**src/rtl/pipe_pkg.sv**
```systemverilog
// Shared pipeline definitions: load opcodes, writeback source encodings, HI/LO pair type.
package pipe_pkg;
  localparam int DW = 32;

  localparam logic [5:0] OP_LB  = 6'h20;
  localparam logic [5:0] OP_LH  = 6'h21;
  localparam logic [5:0] OP_LW  = 6'h23;
  localparam logic [5:0] OP_LBU = 6'h24;
  localparam logic [5:0] OP_LHU = 6'h25;

  localparam logic [1:0] MEMTOREG_ALU  = 2'b00;
  localparam logic [1:0] MEMTOREG_LOAD = 2'b01;
  localparam logic [1:0] MEMTOREG_HL   = 2'b10;
  localparam logic [1:0] MEMTOREG_RSV  = 2'b11;

  typedef struct packed {
    logic [DW-1:0] hi;
    logic [DW-1:0] lo;
  } hilo_t;
endpackage

```
**src/rtl/wb_load_ext.sv**
```systemverilog
// Sub-word load select and extension. Purely combinational.
// Little-endian byte lanes; off[0] is ignored for halfword loads.
module wb_load_ext
  import pipe_pkg::*;
(
  input  logic [5:0]    op,
  input  logic [DW-1:0] dout,
  input  logic [1:0]    off,
  output logic [DW-1:0] ldata
);
  logic [3:0][7:0]  lanes;
  logic [1:0][15:0] halves;
  logic [7:0]       bsel;
  logic [15:0]      hsel;

  assign lanes  = dout;
  assign halves = dout;
  assign bsel   = lanes[off];
  assign hsel   = halves[off[1]];

  // Pick the lane and extend according to the opcode; unknown ops pass the word through
  always_comb begin
    ldata = dout;
    unique case (op)
      OP_LB:   ldata = {{24{bsel[7]}}, bsel};
      OP_LBU:  ldata = {24'h0, bsel};
      OP_LH:   ldata = {{16{hsel[15]}}, hsel};
      OP_LHU:  ldata = {16'h0, hsel};
      default: ldata = dout;
    endcase
  end
endmodule

```
**src/rtl/wb_stage.sv**
```systemverilog
// Write-back stage: register-file write port, sub-word load extension, HI/LO registers.
// Optional WB_PERF_EN adds retire_cnt / hilo_wr_cnt performance counters.
module wb_stage
  import pipe_pkg::*;
#(
  parameter int          DW_P = 32,
  parameter logic [31:0] RSTV = 32'h0
) (
  input  logic          clk,
  input  logic          rst,
  input  logic [31:0]   wr_dout,
  input  logic [31:0]   wr_result,
  input  logic [31:0]   wr_HL,
  input  logic [63:0]   wr_mult,
  input  logic [31:0]   wr_busA_mux2,
  input  logic [4:0]    wr_rw,
  input  logic          wr_regWr,
  input  logic          wr_multWr,
  input  logic          wr_Highin,
  input  logic          wr_Lowin,
  input  logic [1:0]    wr_memtoreg,
  input  logic [5:0]    wr_op,
  output logic          rf_we,
  output logic [4:0]    rf_waddr,
  output logic [31:0]   rf_wdata,
  output logic [31:0]   hi_q,
  output logic [31:0]   lo_q,
  output logic [31:0]   hi_fwd,
  output logic [31:0]   lo_fwd
`ifdef WB_PERF_EN
  ,
  output logic [31:0]   retire_cnt,
  output logic [31:0]   hilo_wr_cnt
`endif
);
  logic [DW_P-1:0] ldata;
  hilo_t           hilo_r, hilo_n;
  logic            hilo_upd;

  wb_load_ext u_ext (
    .op    (wr_op),
    .dout  (wr_dout),
    .off   (wr_result[1:0]),
    .ldata (ldata)
  );

  // Register-file port; $0 is never written
  assign rf_we    = wr_regWr & (wr_rw != 5'd0);
  assign rf_waddr = wr_rw;

  // Writeback source select; the reserved encoding behaves like the ALU path
  always_comb begin
    rf_wdata = wr_result;
    unique case (wr_memtoreg)
      MEMTOREG_LOAD: rf_wdata = ldata;
      MEMTOREG_HL:   rf_wdata = wr_HL;
      default:       rf_wdata = wr_result;
    endcase
  end

  // Next HI/LO: multiply wins over mthi/mtlo
  always_comb begin
    hilo_n = hilo_r;
    if (wr_multWr) begin
      hilo_n.hi = wr_mult[63:32];
      hilo_n.lo = wr_mult[31:0];
    end else begin
      if (wr_Highin) hilo_n.hi = wr_busA_mux2;
      if (wr_Lowin)  hilo_n.lo = wr_busA_mux2;
    end
  end

  assign hilo_upd = wr_multWr | wr_Highin | wr_Lowin;

  // Architectural HI/LO state
  always_ff @(posedge clk or posedge rst) begin
    if (rst) hilo_r <= '{hi: RSTV, lo: RSTV};
    else     hilo_r <= hilo_n;
  end

  assign hi_q   = hilo_r.hi;
  assign lo_q   = hilo_r.lo;
  assign hi_fwd = hilo_n.hi;
  assign lo_fwd = hilo_n.lo;

`ifdef WB_PERF_EN
  // Retirement and HI/LO write counters, free-running and wrapping
  always_ff @(posedge clk or posedge rst) begin
    if (rst) begin
      retire_cnt  <= '0;
      hilo_wr_cnt <= '0;
    end else begin
      if (rf_we | hilo_upd) retire_cnt  <= retire_cnt + 32'd1;
      if (hilo_upd)         hilo_wr_cnt <= hilo_wr_cnt + 32'd1;
    end
  end
`endif
endmodule
```
**config.mk**
```make
export PLATFORM = sky130hd
export DESIGN_NAME = wb_stage
export DESIGN_NICKNAME = d
export VERILOG_FILES = /design/src/rtl/pipe_pkg.sv /design/src/rtl/wb_load_ext.sv /design/src/rtl/wb_stage.sv
export SDC_FILE = /design/constraint.sdc
export NUM_CORES = 1
export LEC_CHECK = 0
export ABC_AREA = 1
export BUFFER_PORTS_ARGS = -buffer_cell sky130_fd_sc_hd__buf_2
export CAP_MARGIN = 30
export CORE_AREA = 5 5 143 145
export CTS_CLUSTER_DIAMETER = 120
export DETAILED_ROUTE_END_ITERATION = 16
export DIE_AREA = 0 0 148 150
export SKIP_CTS_REPAIR_TIMING = 1
export SLEW_MARGIN = 20
export SYNTH_ARGS = -nofsm -noshare
export SYNTH_HDL_FRONTEND = slang
export SYNTH_HIERARCHICAL = 1
export SYNTH_SLANG_ARGS = --single-unit
```
**constraint.sdc**
```tcl
create_clock -name clk -period 1.5 [get_ports clk]
set_input_delay 0.075 -clock clk [delete_from_list [all_inputs] [get_ports clk]]
set_output_delay 0.075 -clock clk [all_outputs]
set_load 0.01 [all_outputs]
```
==> results.toml <==
[setup_path]
crit_path_frequent_cell = "nand2_1"
crit_type = "primary input to output port"
slowest_stage = "buf_12"
crit_path_max_incr_delay_ps = 180
critical_path.max_fanout = 6
cp_data_arrival_time_ps = 1360
start_kind = "primary input"
path_cells = "buf_2, nor2_2, nand2_1, nor2_2, nand3_4, buf_12, nand3_2, nand2_1, nand2_1, nand2_1, nand2_1, buf_2"
cp_top_family = "simple AND/OR/NAND/NOR gates"
end_kind = "output port"
cp_num_buf_inv = 3
cp.required_ps = 1420

[floorplanning]
start_util = 0.278
die_y_um = 150
row_count = 51
die_w_um = 148
fp.coreArea_mm2 = 0.0191
io_pins = 377
die_area_mm2 = 0.0222

[synth]
yosysWarnings = 6
synth_cell_types = 25
synthTopCellsByArea = "nand2_1, dfrtp_1, nand3_1"
yosys_register_bits = 64
synth_top_area_share = 0.319
netlist_area_mm2 = 0.00531
syn_nets = 1087
ys_seq_area_frac = 0.302
syn_inst = 874
synth_top_area_cell = "nand2_1"
syn_avg_cell_area_um2 = 6.07

[pwr]
power.total_mw = 6.11
p_per_area_mw_per_mm2 = 740
p_leak_nw = 4.88
vdd_ir_drop_max_mv = 0.525

[sta]
fin_worst_skew_ps = 0
grt_setup_unrepaired = "yes"
period_share = 0.958
fin_hold_ws_ps = -25.0
min_period_ps = 1440
maxSlewHeadroom = 0.733
fmax_ghz = 0.696
hold_viol = 13
drv_slew = 0
worst_slew_pin_slew_ps = 400
finalSetupViolations = 0

[cells_and_area]
final_common_cell = "nand2_1"
syn_to_final_growth_pct = 55.7
finish.instance_area_mm2 = 0.00826
nFillCells = 2011
nNetsFinal = 1492
final_layout_size_suffix_gt1_frac = 0.359
layoutNonFillerInstCount = 1523
final_cell_mix = "nand2_1, buf_2, nand3_1, dfrtp_1, or2_0"

[drt]
drc = 0
dr_total_vias = 7025
dr.first_iter.drc_count = 347
totalWireLength_um = 24200
viasPerCell = 4.61
postRouteAntennaNets = 0
wl_per_cell_um = 15.9
dr.pass1.iters = 5

[min_path]
hold_class = "primary input to flop"

[run_status]
violations = "negative hold slack"
status = "finished with violations"

[placement]
placed_area_mm2 = 0.00742
place.gp.congestion = 0.950
placed_cells = 1456
io_buffer_count = 376
place_hpwl_um = 18800

[clocking]
ctsHtreeMaxLevel = 3
root_buffer = "clkbuf_16"
cts_made_buffers = 9
cts_tree = "built"
clock_latency_ps = 330
cts.sinks = 64
clk_pin_slew_ps = 50
cts_buffer_depth = 2

[global_route]
overflow = 0
antenna_found_initial = 3
grt_pass1_vias = 6505
grt_util_all_layers = 0.198
grt_start_max_net_pins = 65
grt_pass1_wl_um = 34700

[run]
maxCapViolations = 0
==> tightest hold or removal path: cells and delay by family <==
family,cells,cell delay [ps]
buf+inv,1,70
simple gates,2,110
==> kinds of logic (layout without fill, tap and decap cells) <==
group,after synthesis,count (layout),synth area share
other cells,0,2,0
simple gates,681,682,0.570
compound gates,14,14,0.0132
flops,64,64,0.302
buf+inv,113,521,0.111
fa+ha+maj,2,2,0.00472
==> cell type report <==
cell class              count  area, µm²  share of cell area
clock inverters             5       35.0             0.00424
inverters                  54        206              0.0250
clock buffers              10        229              0.0277
multi-input cells         698       3160               0.383
well taps                 238        298              0.0361
flip-flops and latches     64       1600               0.194
repair buffers            452       2720               0.330
diodes                      2       5.00            0.000606
==> layer usage <==
| layer | vias to the layer above | part of all wire | global-route usage |
|---|---|---|---|
| met1 | 3126 | 0.39 | 0.236 |
| met5 | - | 0.00054 | 0 |
| li1 | 3521 | - | - |
| met2 | 335 | 0.50 | 0.340 |
| met4 | 2 | 0.023 | 0.0716 |
| met3 | 41 | 0.086 | 0.0563 |
==> sequential cells by signal (all words and copies together) (netlist names) <==
signal,count
hi_q,32
lo_q,32
==> final timing paths <==
path / start / end / slack, ps / cells past startpoint
max reg2reg: hi_q[21] / hi_q[21] / 600 / 3
min in group asynchronous: rst / lo_q[4] / 370 / 4
max in group asynchronous: rst / lo_q[31] / 770 / 4
min reg2reg: hi_q[30] / hi_q[30] / 590 / 3
min: wr_mult[26] / lo_q[26] / -30 / 3
max: wr_op[0] / rf_wdata[10] / 60 / 12
==> Yosys cell counts <==
library cell  instances
nor2_1                5
buf_6                12
nand3_2               4
clkbuf_1              2
nor3_2                1
nand2_2               1
nand4_4               1
a21oi_1               7
ha_1                  2
nand2_1             451
nor2_2                2
or2_1                 7
buf_1                 1
or2_2                16
buf_2                37
inv_2                 5
dfrtp_1              64
nor2_4                2
nand4_1              16
o21ai_0               5
or2_0                62
o21ai_1               2
inv_1                49
nand3_1             113
buf_4                 7
==> power breakdown <==
group	switching, mW	internal (mW)	total [mW]
registers	0.0751	1.89	1.96
clock network	0.821	1.11	1.93
logic	1.28	0.947	2.22
total	2.17	3.94	6.11
==> per-stage QoR <==
stage / setup slack [ps] / utilization / setup TNS [ps]
finish: 63.0 / 0.433 / 0
global route: -22.7 / 0.433 / -126
CTS: 88.7 / 0.403 / 0
detailed placement: 94.0 / 0.389 / 0
global placement: 114 / 0.389 / 0
floorplan: 480 / - / 0
No activity file was read; power rests on OpenSTA's default activity.
